===== config.mk =====
export PLATFORM = sky130hd
export DESIGN_NAME = pwm_ramp_ctrl
export DESIGN_NICKNAME = d
export VERILOG_FILES = /design/src/rtl/pwm_ramp_ctrl_pkg.sv /design/src/rtl/pwm_ramp_ctrl_core.sv /design/src/rtl/pwm_ramp_ctrl.sv
export SDC_FILE = /design/constraint.sdc
export NUM_CORES = 1
export LEC_CHECK = 0
export ABC_AREA = 1
export BUFFER_PORTS_ARGS = -buffer_cell sky130_fd_sc_hd__buf_2
export CAP_MARGIN = 25
export CORE_MARGIN = 2
export CORE_UTILIZATION = 42
export DETAILED_ROUTE_END_ITERATION = 10
export MAX_ROUTING_LAYER = met4
export PLACE_DENSITY = 0.66
export SLEW_MARGIN = 40
export SYNTH_ARGS = -nofsm -noshare
export SYNTH_HDL_FRONTEND = slang
export SYNTH_SLANG_ARGS = --single-unit

===== constraint.sdc =====
create_clock -name clk -period 6.75 [get_ports clk]
set_input_delay 0.3375 -clock clk [delete_from_list [all_inputs] [get_ports clk]]
set_output_delay 0.3375 -clock clk [all_outputs]
set_load 0.02 [all_outputs]

===== src/rtl/pwm_ramp_ctrl_pkg.sv =====
// Shared constants for the PWM ramp controller: FSM state encodings and a
// helper that sizes counters which must hold at least one bit.
// No ports; imported by the top module.
package pwm_ramp_ctrl_pkg;

   localparam logic [0:0] ST_IDLE = 1'b0;
   localparam logic [0:0] ST_RAMP = 1'b1;

   // Width needed to count 0..n-1. A counter for n=1 still needs one bit.
   function automatic int cnt_width(input int n);
      return (n > 1) ? $clog2(n) : 1;
   endfunction

endpackage


===== src/rtl/pwm_ramp_ctrl_core.sv =====
// Purpose: free-running PWM phase counter plus registered duty compare.
// Latency: out reflects (phase < duty) one cycle after that phase; wrap is combinational.
// Backpressure: none, runs every cycle; duty is sampled continuously.
//
// Ports:
//   clk, rst  - system clock, asynchronous active-high reset
//   duty_i    - currently applied duty (held stable by the caller within a period)
//   wrap_o    - high while phase is on the last cycle of the period
//   out_o     - registered PWM output
module pwm_ramp_ctrl_core #(
   parameter int period = 8,
   parameter int W      = $clog2(period)
) (
   input  logic         clk,
   input  logic         rst,
   input  logic [W-1:0] duty_i,
   output logic         wrap_o,
   output logic         out_o
);

   localparam logic [W-1:0] PHASE_LAST = W'(period - 1);

   logic [W-1:0] phase_q;
   logic [W-1:0] phase_d;
   logic         out_q;
   logic         out_d;

   assign wrap_o  = (phase_q == PHASE_LAST);
   assign phase_d = wrap_o ? '0 : phase_q + W'(1);
   // Duty 0 never matches, so the pin stays low for the whole period.
   assign out_d   = (phase_q < duty_i);

   always_ff @(posedge clk or posedge rst) begin
      if (rst) begin
         phase_q <= '0;
         out_q   <= 1'b0;
      end else begin
         phase_q <= phase_d;
         out_q   <= out_d;
      end
   end

   assign out_o = out_q;

endmodule


===== src/rtl/pwm_ramp_ctrl.sv =====
// Purpose: slew-limited PWM duty controller; steps duty by 1 LSB every step_per periods toward a target.
// Latency: transfer visible on busy/tgt_ready next cycle; each step lands on a wrap edge, seen on duty at phase 0.
// Backpressure: tgt_ready low for the whole ramp; the source must hold tgt_valid until it returns.
//
// Ports:
//   clk, rst            - system clock, asynchronous active-high reset
//   tgt, tgt_valid      - requested target duty and its offer strobe
//   tgt_ready           - registered; high when the controller is idle
//   duty                - duty currently applied to the compare stage
//   busy                - a ramp is in progress
//   wrap                - one-cycle pulse on the last cycle of each PWM period
//   out                 - PWM pin
module pwm_ramp_ctrl
   import pwm_ramp_ctrl_pkg::*;
#(
   parameter int  period   = 8,
   parameter int  step_per = 1,
   localparam int W        = $clog2(period)
) (
   input  logic         clk,
   input  logic         rst,
   input  logic [W-1:0] tgt,
   input  logic         tgt_valid,
   output logic         tgt_ready,
   output logic [W-1:0] duty,
   output logic         busy,
   output logic         wrap,
   output logic         out
);

   localparam int            SW       = cnt_width(step_per);
   localparam logic [SW-1:0] CNT_LAST = SW'(step_per - 1);

   logic [0:0]    state_q, state_d;
   logic [W-1:0]  tgt_q,   tgt_d;
   logic [W-1:0]  duty_q,  duty_d;
   logic [SW-1:0] cnt_q,   cnt_d;
   logic          rdy_q,   rdy_d;

   logic          xfer;
   logic          wrap_w;
   logic [W-1:0]  duty_step;

   assign xfer = tgt_valid & rdy_q;

   // One LSB toward the target. Only used while ramping, when the two
   // differ, so neither direction can leave the 0..period-1 range.
   assign duty_step = (tgt_q > duty_q) ? duty_q + W'(1) : duty_q - W'(1);

   always_comb begin
      state_d = state_q;
      tgt_d   = tgt_q;
      duty_d  = duty_q;
      cnt_d   = cnt_q;
      case (state_q)
         ST_IDLE: begin
            // A wrap in the transfer cycle is deliberately not counted:
            // counting starts from the cleared value on the next wrap.
            if (xfer) begin
               tgt_d = tgt;
               cnt_d = '0;
               if (tgt != duty_q) begin
                  state_d = ST_RAMP;
               end
            end
         end
         ST_RAMP: begin
            if (wrap_w) begin
               if (cnt_q == CNT_LAST) begin
                  // Duty updates on the wrap edge, so the new value applies
                  // from phase 0 and no period is cut short.
                  cnt_d  = '0;
                  duty_d = duty_step;
                  if (duty_step == tgt_q) begin
                     state_d = ST_IDLE;
                  end
               end else begin
                  cnt_d = cnt_q + SW'(1);
               end
            end
         end
         default: state_d = ST_IDLE;
      endcase
   end

   // Registered ready follows the next state, so it drops right after a
   // transfer and rises the cycle after the final step.
   assign rdy_d = (state_d == ST_IDLE);

   always_ff @(posedge clk or posedge rst) begin
      if (rst) begin
         state_q <= ST_IDLE;
         tgt_q   <= '0;
         duty_q  <= '0;
         cnt_q   <= '0;
         rdy_q   <= 1'b0;
      end else begin
         state_q <= state_d;
         tgt_q   <= tgt_d;
         duty_q  <= duty_d;
         cnt_q   <= cnt_d;
         rdy_q   <= rdy_d;
      end
   end

   pwm_ramp_ctrl_core #(
      .period (period),
      .W      (W)
   ) u_core (
      .clk    (clk),
      .rst    (rst),
      .duty_i (duty_q),
      .wrap_o (wrap_w),
      .out_o  (out)
   );

   assign tgt_ready = rdy_q;
   assign duty      = duty_q;
   assign busy      = (state_q == ST_RAMP);
   assign wrap      = wrap_w;

endmodule


==> impl_metrics.env <==
export IMPL_synth_simple_area_share=0.1661
export IMPL_n_antenna_cell=0
export IMPL_yosys_area_share_adder=0.1587
export IMPL_cp_start_kind="flop"
export IMPL_worst_slew_pin_slew_ns=0.4543
export IMPL_drive_above_1_share=0.1978
export IMPL_synth_top_family_by_area="simple AND/OR/NAND/NOR gates"
export IMPL_maxSlewHeadroom=0.6968
export IMPL_timing_rr_start="duty[2]"
export IMPL_grt_pass1_wl_microns=2194
export IMPL_path_max_fanout=4
export IMPL_cpPeakStageDelay_ns=0.48
export IMPL_irDropWorstVdd_uv=251.7
export IMPL_cts_htree_levels=1
export IMPL_crit_slowest_cell="fa_1"
export IMPL_die_h_microns=44.18
export IMPL_fp_row_count=14
export IMPL_post_route_period_util=0.3606
export IMPL_netlist_instances=75
export IMPL_cts_made_buffers=3
export IMPL_drv_cap=0
export IMPL_skew_ns=0.005030
export IMPL_grt_max_degree=13
export IMPL_clock_fmax_mhz=410.8
export IMPL_synth_compound_area_frac=0.07196
export IMPL_wl_per_cell_microns=12.07
export IMPL_synth_edf_count=0
export IMPL_hold_path_class="input port to asynchronous set/reset pin"
export IMPL_synthTopCellsByArea="dfrtp_1 44%, ha_1 13%, inv_1 6.6%"
export IMPL_powerDensity_nw_per_um2=540.1
export IMPL_cts_resized=0
export IMPL_yosysTopAreaCellShare=0.4428
export IMPL_area_growth_pct=17.16
export IMPL_critPathArrivalTime_ns=2.61
export IMPL_ys_warn_count=0
export IMPL_num_vias=518
export IMPL_die_area_sq_um=1952
export IMPL_synth_top_area_cell="dfrtp_1"
export IMPL_r2r_end="busy"
export IMPL_clock_latency_ns=0.28
export IMPL_post_route_drc_count=0
export IMPL_viasPerCell=4.841
export IMPL_syn_nets=89
export IMPL_finalHoldViolCount=0
export IMPL_critPathCaptureType="flop"
export IMPL_drtPass1Iterations=4
export IMPL_setup_tns_ns=0
export IMPL_ys_flop_type="dfrtp_1"
export IMPL_synth_yosys_seq_area_share=0.4428
export IMPL_first_iter_violations=5
export IMPL_setup_viol=0
export IMPL_ys_async_sr_fraction=1.000
export IMPL_dp_final_hpwl_microns=1015
export IMPL_synth_seq_cells=12
export IMPL_drtAntennaViolNets=0
export IMPL_worstPathRequired_ns=6.92
export IMPL_io_pins=13
export IMPL_p_leak_nw=0.4325
export IMPL_report_final_slew_viol_count=0
export IMPL_core_sq_um=1506
export IMPL_clockBufferDepth=2
export IMPL_synth_area_mux_share=0.01661
export IMPL_instances_no_fill=107
export IMPL_post_cts_buffers=0
export IMPL_routabilityCongestion=0.7502
export IMPL_grt_antenna_before_repair=0
export IMPL_die_w_microns=44.18
export IMPL_clock_sinks=12
export IMPL_r2r_slack_ns=4.32
export IMPL_root_buffer="clkbuf_4"
export IMPL_path_class="flop to flop"
export IMPL_cts_tree="done"
export IMPL_globalRouteOverflowTotal=0
export IMPL_synthTopCellsByCount="12 x dfrtp_1, 12 x inv_1, 10 x nand2_1"
export IMPL_ys_types=16
export IMPL_track_usage=0.1596
export IMPL_min_period_ns=2.434
export IMPL_ctsHoldBuffers=0
export IMPL_grt_pass1_vias=495
export IMPL_clkSlewWorstSetupHoldPaths_ns=0.08
export IMPL_syn_cell_area_sq_um=678.2
export IMPL_dp_cells=103
export IMPL_rr_worst_depth=12
export IMPL_rsz0062_at_grt="false"
export IMPL_worst_path_most_repeated_cell="nand2_1"
export IMPL_place_port_buffers=12
export IMPL_synth_xor_area_share=0.07749
export IMPL_start_util=0.4502
export IMPL_wl_microns=1291
export IMPL_crit_chain="inv_1 > ha_1 > a21oi_1 > nand2_1 > nand2_1 > inv_1 > fa_1 > xnor2_1 > nor3_1 > nand2_1 > nor2_1 > nor2_1"
export IMPL_nets=106
export IMPL_synth_avg_cell_area_sq_um=9.042
export IMPL_status="complete, no violations"
[metal layers]
| layer | up-vias | routed length [microns] | track usage |
|---|---|---|---|
| met2 | 8 | 609 | 0.2353 |
| met5 | - | 0 | - |
| met1 | 241 | 659 | 0.2240 |
| met3 | 0 | 21 | 0.01224 |
| met4 | 0 | 0 | 0.07273 |
| li1 | 269 | - | - |
[cell usage in the layout (no fill, tap or decap), drive strengths merged]
master   n
xor2     1
mux2     1
inv     12
nor2     9
a21oi    6
dfrtp   12
nand3    6
clkbuf   4
nand2   11
xnor2    5
o21ai    1
buf     12
fa       1
o21a     1
ha       7
nor3     1
a31oi    1
[worst max path at each step]
stage / from / slack, ns / endpoint
6_report: duty[2] / 4.32 / busy
5_1_grt: duty[2] / 4.16 / busy
4_1_cts: duty[2] / 4.32 / busy
3_5_place_dp: duty[2] / 4.34 / busy
3_3_place_gp: duty[2] / 4.41 / busy
2_1_floorplan: duty[2] / 4.44 / busy
[worst max-delay path: cells and delay by family, from the launching register on]
kind | cells | cell delay, ns
AOI/OAI and AO/OA | 1 | 0.13
xor gates and xnor gates | 1 | 0.16
adders and majority gates | 2 | 0.82
buffers and inverters | 2 | 0.16
DFF | 1 | 0.41
and+or+nand+nor | 6 | 0.65
[registers in the layout, summed over array words and instances (netlist names)]
| name | count |
|---|---|
| tgt_q | 3 |
| busy | 1 |
| u_core.out_o | 1 |
| u_core.phase_q | 3 |
| duty | 3 |
| tgt_ready | 1 |
[cell families after synthesis]
logic type	after synthesis
adder cells (fa/ha/maj)	8
flip-flops	12
AND/OR/NAND/NOR	27
buffers and inverters	12
AO/OA/AOI/OAI	9
multiplexers	1
XOR/XNOR	6
[metrics by stage]
| stage | total power, mW | hold slack [ns] | worst slack [ns] | utilization | area (sq um) |
|---|---|---|---|---|---|
| floorplan | 0.3114 | 0.2022 | 4.435 | - | 678.2 |
| global placement | 0.3584 | 0.3753 | 4.414 | 0.5033 | 758.2 |
| detailed placement | 0.3674 | 0.3745 | 4.336 | 0.5033 | 758.2 |
| CTS | 0.4276 | 0.06669 | 4.317 | 0.5274 | 794.5 |
| global route | 0.4679 | 0.1046 | 4.157 | 0.5274 | 794.5 |
| finish | 0.4291 | 0.04903 | 4.316 | 0.5274 | 794.5 |
[final cells by class]
type                            count  area, sq um
Clock buffer                        4        36.28
Fill cell                         136        711.9
Inverter                           12        45.04
Multi-Input combinational cell     51        332.8
Sequential cell                    12        300.3
Tap cell                           16        20.02
Timing Repair Buffer               12        60.06
[power by group]
part | total, mW | internal, mW | switching (mW)
logic | 0.251 | 0.102 | 0.149
clock network | 0.0591 | 0.0328 | 0.0263
registers | 0.119 | 0.0962 | 0.0230
No activity file was read; power rests on OpenSTA's default activity.
